$ cat config.mk
export PLATFORM = sky130hd
export DESIGN_NAME = crf_lite_master
export DESIGN_NICKNAME = d
export VERILOG_FILES = /design/src/rtl/ac_pkg.sv /design/src/rtl/crf_lite_master.sv
export SDC_FILE = /design/constraint.sdc
export NUM_CORES = 1
export LEC_CHECK = 0
export ABC_AREA = 1
export BUFFER_PORTS_ARGS = -buffer_cell sky130_fd_sc_hd__buf_2
export CAP_MARGIN = 30
export CORE_MARGIN = 1.5
export CORE_UTILIZATION = 42
export DETAILED_ROUTE_END_ITERATION = 8
export PLACE_DENSITY = 0.75
export SKIP_CTS_REPAIR_TIMING = 1
export SLEW_MARGIN = 20
export SYNTH_ARGS = -nofsm -noshare
export SYNTH_HDL_FRONTEND = slang
export SYNTH_SLANG_ARGS = --single-unit
$ cat constraint.sdc
create_clock -name clk -period 3.7 [get_ports clk]
set_input_delay 0.555 -clock clk [delete_from_list [all_inputs] [get_ports clk]]
set_output_delay 0.555 -clock clk [all_outputs]
set_load 0.1 [all_outputs]
$ cat src/rtl/ac_pkg.sv
// rtl/ac_pkg.sv - shared FSM type, AXI response codes and prot default for the lite master
package ac_pkg;

   typedef enum logic [2:0] {
      ST_IDLE,
      ST_WR_REQ,
      ST_WR_RESP,
      ST_RD_REQ,
      ST_RD_RESP,
      ST_RSP
   } lite_fsm_e;

   localparam logic [1:0] AXI_RESP_OKAY   = 2'b00;
   localparam logic [1:0] AXI_RESP_EXOKAY = 2'b01;
   localparam logic [1:0] AXI_RESP_SLVERR = 2'b10;
   localparam logic [1:0] AXI_RESP_DECERR = 2'b11;

   localparam logic [2:0] PROT_DEFAULT = 3'b000;

   // States in which the master is waiting on the slave and the timeout runs
   function automatic logic is_wait_state(input lite_fsm_e s);
      return (s == ST_WR_REQ) || (s == ST_WR_RESP) || (s == ST_RD_REQ) || (s == ST_RD_RESP);
   endfunction

endpackage

$ cat src/rtl/crf_lite_master.sv
// rtl/crf_lite_master.sv - single-outstanding AXI4-Lite initiator driven from a cmd/rsp port
module crf_lite_master
   import ac_pkg::*;
#(
   parameter int AXI_DATA_WIDTH = 32,
   parameter int AXI_ADDR_WIDTH = 32,
   parameter int TIMEOUT_CYCLES = 1024
) (
   input  logic                        clk,
   input  logic                        rst,

   input  logic                        cmd_valid,
   output logic                        cmd_ready,
   input  logic                        cmd_write,
   input  logic [AXI_ADDR_WIDTH-1:0]   cmd_addr,
   input  logic [AXI_DATA_WIDTH-1:0]   cmd_wdata,
   input  logic [AXI_DATA_WIDTH/8-1:0] cmd_wstrb,

   output logic                        rsp_valid,
   input  logic                        rsp_ready,
   output logic                        rsp_write,
   output logic [1:0]                  rsp_resp,
   output logic [AXI_DATA_WIDTH-1:0]   rsp_rdata,
   output logic                        timeout,

   output logic                        m_axi_awvalid,
   input  logic                        m_axi_awready,
   output logic [AXI_ADDR_WIDTH-1:0]   m_axi_awaddr,
   output logic [2:0]                  m_axi_awprot,
   output logic                        m_axi_wvalid,
   input  logic                        m_axi_wready,
   output logic [AXI_DATA_WIDTH-1:0]   m_axi_wdata,
   output logic [AXI_DATA_WIDTH/8-1:0] m_axi_wstrb,
   input  logic                        m_axi_bvalid,
   output logic                        m_axi_bready,
   input  logic [1:0]                  m_axi_bresp,
   output logic                        m_axi_arvalid,
   input  logic                        m_axi_arready,
   output logic [AXI_ADDR_WIDTH-1:0]   m_axi_araddr,
   output logic [2:0]                  m_axi_arprot,
   input  logic                        m_axi_rvalid,
   output logic                        m_axi_rready,
   input  logic [AXI_DATA_WIDTH-1:0]   m_axi_rdata,
   input  logic [1:0]                  m_axi_rresp
);

   localparam int SW = AXI_DATA_WIDTH / 8;
   localparam int CW = $clog2(TIMEOUT_CYCLES);
   localparam logic [CW-1:0] CNT_MAX = CW'(TIMEOUT_CYCLES - 1);

   lite_fsm_e                 state_q, state_d;
   logic                      awvalid_q, awvalid_d;
   logic                      wvalid_q, wvalid_d;
   logic                      bready_q, bready_d;
   logic                      arvalid_q, arvalid_d;
   logic                      rready_q, rready_d;
   logic                      rsp_valid_q, rsp_valid_d;
   logic                      rsp_write_q, rsp_write_d;
   logic [1:0]                rsp_resp_q, rsp_resp_d;
   logic [AXI_DATA_WIDTH-1:0] rsp_rdata_q, rsp_rdata_d;
   logic [AXI_ADDR_WIDTH-1:0] addr_q, addr_d;
   logic [AXI_DATA_WIDTH-1:0] wdata_q, wdata_d;
   logic [SW-1:0]             wstrb_q, wstrb_d;
   logic [CW-1:0]             cnt_q, cnt_d;
   logic                      timeout_q, timeout_d;

   logic cmd_fire, aw_fire, w_fire, b_fire, ar_fire, r_fire;

   assign cmd_ready = (state_q == ST_IDLE);
   assign cmd_fire  = cmd_valid & cmd_ready;
   assign aw_fire   = awvalid_q & m_axi_awready;
   assign w_fire    = wvalid_q & m_axi_wready;
   assign b_fire    = bready_q & m_axi_bvalid;
   assign ar_fire   = arvalid_q & m_axi_arready;
   assign r_fire    = rready_q & m_axi_rvalid;

   always_ff @(posedge clk or posedge rst) begin
      if (rst) begin
         state_q <= ST_IDLE;
      end else begin
         state_q <= state_d;
      end
   end

   always_comb begin
      state_d = state_q;
      case (state_q)
         ST_IDLE:    if (cmd_fire) state_d = cmd_write ? ST_WR_REQ : ST_RD_REQ;
         // A channel whose valid already dropped has completed its handshake
         ST_WR_REQ:  if ((!awvalid_q || m_axi_awready) && (!wvalid_q || m_axi_wready))
                        state_d = ST_WR_RESP;
         ST_WR_RESP: if (b_fire) state_d = ST_RSP;
         ST_RD_REQ:  if (ar_fire) state_d = ST_RD_RESP;
         ST_RD_RESP: if (r_fire) state_d = ST_RSP;
         ST_RSP:     if (rsp_ready) state_d = ST_IDLE;
         default:    state_d = ST_IDLE;
      endcase
   end

   always_comb begin
      awvalid_d   = awvalid_q;
      wvalid_d    = wvalid_q;
      arvalid_d   = arvalid_q;
      addr_d      = addr_q;
      wdata_d     = wdata_q;
      wstrb_d     = wstrb_q;
      rsp_write_d = rsp_write_q;
      rsp_resp_d  = rsp_resp_q;
      rsp_rdata_d = rsp_rdata_q;
      timeout_d   = timeout_q;
      cnt_d       = '0;

      if (cmd_fire) begin
         addr_d      = cmd_addr;
         wdata_d     = cmd_wdata;
         wstrb_d     = cmd_wstrb;
         rsp_write_d = cmd_write;
         awvalid_d   = cmd_write;
         wvalid_d    = cmd_write;
         arvalid_d   = !cmd_write;
      end
      if (aw_fire) awvalid_d = 1'b0;
      if (w_fire)  wvalid_d  = 1'b0;
      if (ar_fire) arvalid_d = 1'b0;

      if (b_fire) begin
         rsp_resp_d  = m_axi_bresp;
         rsp_rdata_d = '0;
      end
      if (r_fire) begin
         rsp_resp_d  = m_axi_rresp;
         rsp_rdata_d = m_axi_rdata;
      end

      bready_d    = (state_d == ST_WR_RESP);
      rready_d    = (state_d == ST_RD_RESP);
      rsp_valid_d = (state_d == ST_RSP);

      // Counter restarts on every state change and saturates; the FSM keeps waiting
      if ((state_d == state_q) && is_wait_state(state_q)) begin
         cnt_d = (cnt_q == CNT_MAX) ? cnt_q : cnt_q + CW'(1);
         if (cnt_d == CNT_MAX) timeout_d = 1'b1;
      end
   end

   always_ff @(posedge clk or posedge rst) begin
      if (rst) begin
         awvalid_q   <= 1'b0;
         wvalid_q    <= 1'b0;
         bready_q    <= 1'b0;
         arvalid_q   <= 1'b0;
         rready_q    <= 1'b0;
         rsp_valid_q <= 1'b0;
         rsp_write_q <= 1'b0;
         rsp_resp_q  <= '0;
         rsp_rdata_q <= '0;
         addr_q      <= '0;
         wdata_q     <= '0;
         wstrb_q     <= '0;
         cnt_q       <= '0;
         timeout_q   <= 1'b0;
      end else begin
         awvalid_q   <= awvalid_d;
         wvalid_q    <= wvalid_d;
         bready_q    <= bready_d;
         arvalid_q   <= arvalid_d;
         rready_q    <= rready_d;
         rsp_valid_q <= rsp_valid_d;
         rsp_write_q <= rsp_write_d;
         rsp_resp_q  <= rsp_resp_d;
         rsp_rdata_q <= rsp_rdata_d;
         addr_q      <= addr_d;
         wdata_q     <= wdata_d;
         wstrb_q     <= wstrb_d;
         cnt_q       <= cnt_d;
         timeout_q   <= timeout_d;
      end
   end

   assign rsp_valid     = rsp_valid_q;
   assign rsp_write     = rsp_write_q;
   assign rsp_resp      = rsp_resp_q;
   assign rsp_rdata     = rsp_rdata_q;
   assign timeout       = timeout_q;

   assign m_axi_awvalid = awvalid_q;
   assign m_axi_awaddr  = addr_q;
   assign m_axi_awprot  = PROT_DEFAULT;
   assign m_axi_wvalid  = wvalid_q;
   assign m_axi_wdata   = wdata_q;
   assign m_axi_wstrb   = wstrb_q;
   assign m_axi_bready  = bready_q;
   assign m_axi_arvalid = arvalid_q;
   assign m_axi_araddr  = addr_q;
   assign m_axi_arprot  = PROT_DEFAULT;
   assign m_axi_rready  = rready_q;

endmodule

## After elaboration in Yosys (flattened, before gate mapping)

Index checks and enable logic that the tools add are counted.

- Word-level logic and storage cells: 68
- Output and inout bits: 149
- Input port bits: 114
- Register bits after elaboration: 123

- Equality and inequality tests: 11
- Reduce and logical (&&, ||, !) cells: 16
- Add/sub/neg operators: 1
- Multiplexer cells: 19
- Bitwise logic cells: 6

Operators with widths:

| cell | count |
|---|---|
| 32-bit 2-to-1 mux | 2 |
| 10-bit equality test (second input constant) | 2 |
| 10-bit 2-to-1 mux | 2 |
| 3-bit 2-to-1 mux | 6 |
| 3-bit one-hot mux with 6 select lines | 1 |
| 3-bit equality test (second input constant) | 4 |
| 10-bit by 1-bit adder with 10-bit output (second input constant) | 1 |
| 3-bit by 2-bit equality test with 1-bit output (second input constant) | 3 |
| 2-bit nonzero test | 4 |
| 1-bit AND | 6 |
| 2-bit 2-to-1 mux | 3 |
| 1-bit logical OR | 5 |
| 1-bit 2-to-1 mux | 5 |
| 3-bit by 1-bit equality test with 1-bit output (second input constant) | 1 |
| 3-bit equality test | 1 |
| 1-bit zero test | 3 |
| 3-bit zero test | 1 |
| 1-bit logical AND | 2 |
| 2-bit AND reduction | 1 |

## Depth between registers and ports, before layout

Gate-level depths: netlist of run 1.

- Depth in word-level cells: 8
- Depth in mapped cells: 12
- Depth with buffers taken out: 11

## Worst setup path after synthesis of run 1

Ideal clock, no wire load.

- Path type: register to register
- Start point: register state_q[1]
- End point: register awvalid_q (netlist: m_axi_awvalid)
- Stages on the path, launching flop included: 9
- Data required time: 3574 ps
- Path slack: 1451 ps
- Setup time: 126 ps
- Period minus slack after synthesis: 2249 ps
- Path buffers: 2
- Arrival: 2124 ps
- Path through: dfrtp_1 -> nor2_2 -> inv_2 -> nor2_2 -> nand2_1 -> buf_2 -> buf_2 -> nor2_1 -> a21oi_1

- Cells in the longest elaborated chain, start to end: 3

Ends and longest elaborated chain:

| item | line | source |
|---|---|---|
| from (decl) | crf_lite_master.sv:51 | `lite_fsm_e state_q, state_d;` |
| from (signal assigned) | crf_lite_master.sv:81 | `state_q <= state_d;` |
| 3-bit zero test | crf_lite_master.sv:69 | `assign cmd_ready = (state_q == ST_IDLE);` |
| named net cmd_ready | crf_lite_master.sv:13 | `output logic cmd_ready,` |
| 1-bit AND | crf_lite_master.sv:70 | `assign cmd_fire = cmd_valid & cmd_ready;` |
| 2-bit nonzero test (no source line) | -- |  |
| to (signal assigned) | crf_lite_master.sv:163 | `awvalid_q <= awvalid_d;` |
| to (decl) | crf_lite_master.sv:52 | `logic awvalid_q, awvalid_d;` |

The timed path passes the listed nets, and every way through them passes these cells.
A chain may end at the register's enable or synchronous reset.

## Final worst setup path of run 1

- Start point: register rready_q (netlist: m_axi_rready)
- End point: register timeout_q (netlist: timeout)

- Cells in the longest elaborated chain, start to end: 6

Ends and longest elaborated chain:

| item | line | source |
|---|---|---|
| from (decl) | crf_lite_master.sv:56 | `logic rready_q, rready_d;` |
| from (signal assigned) | crf_lite_master.sv:167 | `rready_q <= rready_d;` |
| 1-bit AND | crf_lite_master.sv:75 | `assign r_fire = rready_q & m_axi_rvalid;` |
| 3-bit 2-to-1 mux | crf_lite_master.sv:94 | `ST_RD_RESP: if (r_fire) state_d = ST_RSP;` |
| 3-bit one-hot mux with 6 select lines | crf_lite_master.sv:87 | `case (state_q)` |
| named net state_d[0] | crf_lite_master.sv:51 |  |
| 3-bit equality test | crf_lite_master.sv:140 | `if ((state_d == state_q) && is_wait_state(state_q)) begin` |
| 1-bit logical AND | crf_lite_master.sv:140 |  |
| 2-bit AND reduction (no source line) | -- |  |
| to (signal assigned) | crf_lite_master.sv:176 | `timeout_q <= timeout_d;` |
| to (decl) | crf_lite_master.sv:65 | `logic timeout_q, timeout_d;` |

The timed path passes the listed nets, and every way through them passes these cells.

==> results of run 1 <==
## cells in the final DEF (no fill, tap or decap), drive strengths merged
master,instances
nand2,317
buf,261
dfrtp,123
nand3,47
nor2,27
inv,25
clkbuf,21
a21oi,14
o21ai,11
conb,6
bufinv,5
clkinv,4
nand4,3
clkinvlp,3
diode,2
nor3,2
or2,2
xnor2,1
xor2,1
a21o,1
o21bai,1
ha,1
## stage by stage
stage / instance area (um2) / hold slack [ns] / setup WS [ns]
floorplan: 5456 / 0.5754 / 1.451
global placement: 6583 / 0.4572 / 1.236
detailed placement: 6603 / 0.4604 / 1.204
CTS: 7246 / 0.2357 / 1.446
global route: 7251 / 0.2574 / 1.256
finish: 7251 / 0.2315 / 1.448
## critical path: cells and delay by family, from the launching register on
kind	cells	cell delay (ns)
and+or+nand+nor	8	0.94
buffers and inverters	2	0.68
DFF	1	0.38
AOI/OAI and AO/OA	1	0.12
## logic make-up after synthesis
family | after synthesis | share of synthesized area [%]
simple gates | 398 | 30.09
buf+inv | 91 | 9.440
fa+ha+maj | 1 | 0.2302
compound gates | 27 | 3.201
xor+xnor | 2 | 0.3224
flops | 123 | 56.64
other cells | 1 | 0.06901
## final cells by class
cell class                      instances  share of cell area (%)
Sequential cell                       123                   42.45
Multi-Input combinational cell        434                   25.71
Timing Repair Buffer                  261                   18.53
Clock buffer                           21                   6.212
Tap cell                              172                   2.968
Clock inverter                         11                   2.657
Inverter                               26                   1.398
Antenna cell                            2                 0.06903
## sequential cells by signal, summed over array words and instances (netlist names)
register / flops
rsp_resp: 2
m_axi_araddr: 32
m_axi_wvalid: 1
cnt_q: 10
m_axi_rready: 1
timeout: 1
m_axi_bready: 1
m_axi_wdata: 32
rsp_valid: 1
state_q: 3
m_axi_awvalid: 1
rsp_write: 1
m_axi_wstrb: 4
m_axi_arvalid: 1
rsp_rdata: 32
## path summary, 6_finish.rpt
| path | from | end | depth (start not counted) |
|---|---|---|---|
| max | m_axi_rready | timeout | 11 |
| min | rst | m_axi_wdata[11] | 2 |
| max reg2reg | m_axi_rready | timeout | 11 |
| min reg2reg | m_axi_wdata[6] | m_axi_wdata[6] | 2 |
| max in group asynchronous | rst | m_axi_wdata[10] | 3 |
| min in group clk | cmd_wdata[16] | m_axi_wdata[16] | 3 |
## layer usage
| layer | GRT usage, % | share of wire, % |
|---|---|---|
| met5 | 0 | 0.087 |
| met1 | 24.98 | 43 |
| met4 | 9.398 | 3.2 |
| met3 | 6.331 | 5.6 |
| met2 | 33.14 | 49 |
==> reports/metrics.yaml, run 1 <==
crit_chain: "nand2_1, buf_4, inv_2, nand3_1, nand2_1, nor2_4, nand2_4, nand2_1, nand2_1, nand2_2, o21bai_1"
worst_hold_path_type: "in -> async"
vias: 4799
synthTopCellsByArea: "dfrtp_1, nand2_1, buf_4, nand3_1, inv_1"
arrival_ns: 2.53
fin_crit_ns: 2.252
synth_top_area_cell: "dfrtp_1"
via_per_inst: 4.570
criticalPathCategory: "reg -> reg"
grt.overflow.total: 0
drt_wl_total_mm: 13.77
initial_utilization_pct: 43.06
antenna_left: 0
drv_slew: 0
syn_area_mm2: 0.005434
fin_skew_ns: 0.007561
postSynthCellCount: 643
clock-sinks: 123
synth_cell_types: 32
multiInputGateArea_mm2: 0.001864
final_cells: 1050
end_kind: "flip-flop"
fmax_mhz: 444.0
syn_avg_cell_area_um2: 8.451
period_share_pct: 60.88
worstSkewPairLatency_ns: 0.41
port_buffers: 256
track_usage_pct: 20.40
io_pins: 263
critical_path.max_stage_delay_ns: 0.38
numCtsBuffers: 17
synth-seq-cells: 123
die_x_um: 116.7
antenna_found_initial: 3
setup_viol: 0
drtIter0Drc: 273
cts_root_buf: "clkbuf_16"
synth_edf_count: 0
crit_slowest_cell: "dfrtp_1"
placementRows: 41
rsz0062_at_grt: "no"
slew_headroom_pct: 50.70
synth_top_area_share_pct: 56.64
cts_max_level: 4
drive_above_1_share_pct: 36.99
worstSetupStartpointType: "flip-flop"
cp_common_cell: "nand2_1"
max-clock-path-buffers: 2
fill_cells: 1180
cp.required_ns: 3.98
tritoncts: "yes"
nets: 978
setup_tns_ns: 0
regToRegSetupSlack_ns: 1.45
synth_top_flop_cell: "dfrtp_1"
hold_viol: 0
drc_errors: 0
seq_area_mm2: 0.003078
crit_fanout: 38
async_reset_ff_share_pct: 100.0
fp.dieH_um: 116.7
avgRoutedWirePerCell_um: 13.11
die_area_mm2: 0.01363
areaGrowthSynthToFinish_pct: 33.43
status: "finished clean"
yosysWarnings: 0
core_mm2: 0.01262
yosys.cell_count.top_type: "nand2_1"
cap_violations: 0
firstDrtPassIters: 4
grt_pass1_wl_mm: 21.18
grt_max_degree: 74
seq_area_frac_synth_pct: 56.64
gp_congestion: 0.8259
dp.cells: 1016
grt_pass1_vias: 4526
clk_pin_slew_ns: 0.06
yosys-top-cells-count: "nand2_1, dfrtp_1, nand3_1"
final_core_util_pct: 57.46
tightest_slew_ns: 0.7395
place_hpwl_mm: 9.652
Power of run 1 is left out: the tool's default activity adds up to more than one toggle a clock period on the data nets, which glitch-free logic cannot reach.
==> inputs of run 2 (changes only) <==
clock period = 1.95 ns   (was 3.7 ns; I/O delays follow)
==> reports/metrics.yaml, run 2 (synthesized netlist as in run 1, its figures left out) <==
end_kind: "primary output"  # was flip-flop
criticalPathCategory: "reg -> out"  # was reg -> reg
fmax_mhz: 552.4
cts_max_level: 4  # unchanged
antenna_found_initial: 0  # was 3
via_per_inst: 4.557  # was 4.570
cp.required_ns: 1.66  # was 3.98 ns
clock-sinks: 123  # unchanged
worstSetupStartpointType: "flip-flop"  # unchanged
fin_skew_ns: 0.008262  # was 0.007561 ns
antenna_left: 0  # unchanged
grt_max_degree: 63  # was 74
drt_wl_total_mm: 13.84  # was 13.77 mm
grt_pass1_vias: 4511  # was 4526
areaGrowthSynthToFinish_pct: 33.85  # was 33.43%
setup_tns_ns: 0  # unchanged
period_share_pct: 92.84
status: "finished clean"  # unchanged
crit_chain: "nor2_2, inv_2, nor2_4, clkbuf_4"  # was nand2_1, buf_4, inv_2, nand3_1, nand2_1, nor2_4, nand2_4, nand2_1, nand2_1, nand2_2, o21bai_1
io_pins: 263  # unchanged
worstSkewPairLatency_ns: 0.41  # about the same
fill_cells: 1171  # was 1180
grt_pass1_wl_mm: 22.00  # was 21.18 mm
place_hpwl_mm: 9.751  # was 9.652 mm
die_area_mm2: 0.01363  # unchanged
drv_slew: 0  # unchanged
hold_viol: 0  # unchanged
numCtsBuffers: 17  # unchanged
drive_above_1_share_pct: 37.46  # was 36.99%
tightest_slew_ns: 0.6476  # was 0.7395 ns
worst_hold_path_type: "in -> reg"  # was in -> async
max-clock-path-buffers: 2  # unchanged
avgRoutedWirePerCell_um: 13.14  # was 13.11 um
crit_slowest_cell: "dfrtp_1"  # unchanged
tritoncts: "yes"  # unchanged
drc_errors: 0  # unchanged
track_usage_pct: 20.97  # was 20.40%
rsz0062_at_grt: "no"  # unchanged
arrival_ns: 1.52  # was 2.53 ns
nets: 984  # was 978
critical_path.max_stage_delay_ns: 0.43  # was 0.38 ns
drtIter0Drc: 305  # was 273
vias: 4799  # unchanged
grt.overflow.total: 0  # unchanged
placementRows: 41  # unchanged
clk_pin_slew_ns: 0.05  # was 0.06 ns
final_cell_mix: "nand2_1, buf_2, dfrtp_1, nand3_1, inv_1"  # unchanged
port_buffers: 256  # unchanged
firstDrtPassIters: 6  # was 4
gp_congestion: 0.8543  # was 0.8259
initial_utilization_pct: 43.06  # unchanged
fp.dieH_um: 116.7  # unchanged
setup_viol: 0  # unchanged
crit_fanout: 5  # was 38
core_mm2: 0.01262  # unchanged
cts_root_buf: "clkbuf_16"  # unchanged
slew_headroom_pct: 56.83  # was 50.70%
dp.cells: 1021  # was 1016
cp_top_family: "flip-flops"  # was simple AND/OR/NAND/NOR gates
crit_buf_inv: 2  # unchanged
final_common_cell: "nand2_1"  # unchanged
fin_crit_ns: 1.810
antenna_cells: 0  # was 2
cap_violations: 0  # unchanged
die_x_um: 116.7  # unchanged
final_cells: 1053  # was 1050
==> run 2: cell count changes in the layout (fill, tap and decap cells not counted), moves of 2 or more <==
| cell | change |
|---|---|
| diode_2 | -2 |
| buf_12 | +2 |
| clkinv_4 | -2 |
| bufinv_16 | -3 |
| clkinv_2 | +2 |
| buf_4 | +3 |
| clkbuf_8 | +4 |
==> run 2: layout make-up <==
class	count	area (um2)	area share, %
tap	172	215.2	2.959
sequential	123	3079	42.34
inverter	26	101.3	1.393
multi-input combinational	434	1869	25.70
clock buffer	24	501.7	6.898
clock inverter	7	87.58	1.204
timing repair buffer	267	1419	19.51
==> run 2: final timing paths <==
| path | slack (ns) | depth (start not counted) | to | startpoint |
|---|---|---|---|---|
| max | 0.14 | 4 | cmd_ready | state_q[1] |
| min | 0.07 | 3 | m_axi_araddr[22] | cmd_addr[22] |
| max reg2reg | 0.21 | 11 | timeout | state_q[1] |
| min reg2reg | 0.47 | 2 | m_axi_wdata[0] | m_axi_wdata[0] |
| max in group asynchronous | 0.86 | 4 | m_axi_rready | rst |
| min in group asynchronous | 0.43 | 3 | m_axi_wdata[8] | rst |
==> run 2: metal layers <==
layer  part of all wire, %  track usage (%)  vias up
li1                      -                -     2397
met1                    43            27.01     2203
met2                    49            32.98      173
met3                   6.1            5.449       26
met4                   2.3            10.36        0
met5                     0                0        -
==> run 2: through the flow <==
stage / setup slack, ns / util [%] / instance area, um2 / hold slack [ns]
2_1_floorplan: 0.01498 / - / 5463 / 0.3763
3_3_place_gp: 0.3029 / 52.87 / 6671 / 0.3144
3_5_place_dp: 0.2296 / 52.87 / 6671 / 0.3152
4_1_cts: 0.01420 / 57.54 / 7261 / -0.1286
5_1_grt: 0.06705 / 57.63 / 7273 / 0.06188
6_report: 0.1396 / 57.63 / 7273 / 0.07283
==> run 2: worst register-to-register path, stage by stage, from the launching register on <==
cell      delay [ns]
dfrtp_1         0.43
nor2_2          0.18
inv_2           0.07
nor2_4          0.09
nand2_2         0.13
nand2_1         0.11
inv_2           0.06
nand2_4         0.08
nand2_1         0.05
nand2_1         0.07
nand2_2         0.19
o21bai_1        0.20
Power of run 2 is left out for the same reason.
==> inputs of run 3 (changes only) <==
CORE_UTILIZATION = 46   (was 42)
PLACE_DENSITY = 0.78   (was 0.75)
SLEW_MARGIN = unset   (was 20)
clock period = 1.9 ns   (was 1.95 ns; I/O delays follow)
==> reports/metrics.yaml, run 3 (synthesized netlist as in run 1, its figures left out) <==
status: "finished clean"  # unchanged
regToRegSetupSlack_ns: 0.22  # was 0.21 ns
gp_congestion: 0.8463  # was 0.8543
final_cell_mix: "nand2_1, buf_2, dfrtp_1, nand3_1, inv_1"  # unchanged
hold_path_end: "m_axi_wdata[19]"  # was m_axi_araddr[22]
timing.rr.start: "state_q[0]"  # was state_q[1]
clk_pin_slew_ns: 0.06  # was 0.05 ns
core_mm2: 0.01147  # was 0.01262 mm2
drtIter0Drc: 246  # was 305
cts_max_level: 4  # unchanged
avgRoutedWirePerCell_um: 13.39  # was 13.14 um
nets: 983  # was 984
port_buffers: 256  # unchanged
grt_max_degree: 79  # was 63
worstSkewPairLatency_ns: 0.41  # about the same
drt_wl_total_mm: 13.72  # was 13.84 mm
antenna_found_initial: 1  # was 0
end_kind: "primary output"  # unchanged
cap_violations: 0  # unchanged
tightest_slew_ns: 0.5254  # was 0.6476 ns
fmax_mhz: 555.6
final_area_mm2: 0.007271  # was 0.007273 mm2
period_share_pct: 94.74
die_area_mm2: 0.01247  # was 0.01363 mm2
cp.required_ns: 1.62  # was 1.66 ns
crit_fanout: 5  # unchanged
grt_pass1_wl_mm: 22.71  # was 22.00 mm
tritoncts: "yes"  # unchanged
slew_headroom_pct: 64.98  # was 56.83%
areaGrowthSynthToFinish_pct: 33.80  # was 33.85%
fin_crit_ns: 1.800
whs_ns: 0.06482  # was 0.07283 ns
hold_start: "cmd_wdata[19]"  # was cmd_addr[22]
pre_cts_slack_ns: 0.04296  # was 0.2296 ns
firstDrtPassIters: 5  # was 6
place_hpwl_mm: 9.742  # was 9.751 mm
placed_area_mm2: 0.006621  # was 0.006671 mm2
setup_viol: 0  # unchanged
arrival_ns: 1.51  # was 1.52 ns
drc_errors: 0  # unchanged
fin_skew_ns: 0.004328  # was 0.008262 ns
rsz0062_at_grt: "no"  # unchanged
placementRows: 39  # was 41
via_per_inst: 4.672  # was 4.557
grt_pass1_vias: 4691  # was 4511
die_x_um: 111.7  # was 116.7 um
criticalPathCategory: "reg -> out"  # unchanged
io_pins: 263  # unchanged
final_common_cell: "nand2_1"  # unchanged
crit_slowest_cell: "dfrtp_1"  # unchanged
fin_ws_ns: 0.1000  # was 0.1396 ns
cts_root_buf: "clkbuf_16"  # unchanged
worstSetupStartpointType: "flip-flop"  # unchanged
regToRegEndpoint: "state_q[1]"  # was timeout
crit_chain: "nor2_2, inv_2, nor2_4, clkbuf_4"  # unchanged
hold_viol: 0  # unchanged
initial_utilization_pct: 47.39  # was 43.06%
worst_hold_path_type: "in -> reg"  # unchanged
drive_above_1_share_pct: 38.02  # was 37.46%
clock-sinks: 123  # unchanged
antenna_left: 0  # unchanged
vias: 4789  # was 4799
grt.overflow.total: 0  # unchanged
fp.dieH_um: 111.7  # was 116.7 um
cp_top_family: "flip-flops"  # unchanged
crit_buf_inv: 2  # unchanged
critical_path.max_stage_delay_ns: 0.42  # was 0.43 ns
numCtsBuffers: 17  # unchanged
hold_path_depth: 3  # unchanged
reg2reg_depth: 8  # was 11
track_usage_pct: 23.06  # was 20.97%
setup_tns_ns: 0  # unchanged
max-clock-path-buffers: 2  # unchanged
drv_slew: 0  # unchanged
## run 3: cell types whose count changed in the layout (fill, tap and decap cells not counted), sizes merged
cell,previous run,this run
bufinv,2,3
diode,0,1
clkbuf,25,23
clkinvlp,2,5
clkinv,4,3
buf,265,264
## run 3: worst max-delay path by stage
stage,start,end,slack (ns),cells past startpoint
6_report,state_q[1],cmd_ready,0.10,4
5_1_grt,state_q[1],cmd_ready,0.02,4
4_1_cts,state_q[1],cmd_ready,-0.02,4
3_5_place_dp,state_q[0],m_axi_bready,0.04,8
3_3_place_gp,state_q[1],state_q[1],0.12,8
2_1_floorplan,rst,m_axi_arvalid,-0.03,1
## run 3: stage by stage
| step | std cells | utilization, % |
|---|---|---|
| finish | 1025 | 63.40 |
| global route | 1024 | 63.38 |
| CTS | 1023 | 63.18 |
| detailed placement | 991 | 57.74 |
| global placement | 991 | 57.74 |
| floorplan | 648 | - |
## run 3: worst reg2reg max path: stages, from the launching register on
cell and delay [ns]:
dfrtp_1 0.43, nor2_2 0.07, inv_2 0.08, nor2_4 0.04, nand2_2 0.09, buf_6 0.43, o21ai_1 0.13, nor3_1 0.22
inv_1 0.07
## run 3: final cells by class
cell class              instances  area, um2
diodes                          1      2.502
clock buffers                  22      484.2
clock inverters                10      138.9
fillers                      1017       4197
inverters                      26      101.3
multi-input cells             434       1879
flip-flops and latches        123       3083
well taps                     143      178.9
repair buffers                266       1403
## run 3: routing by layer
metal  vias to the layer above  share of wire (%)  GRT usage (%)
met1                      2232                 42          28.45
met5                         -                  0              0
met2                       148                 50          38.17
met4                         0                1.7          8.017
li1                       2389                  -              -
met3                        20                5.7          7.567
Power of run 3 is left out for the same reason.
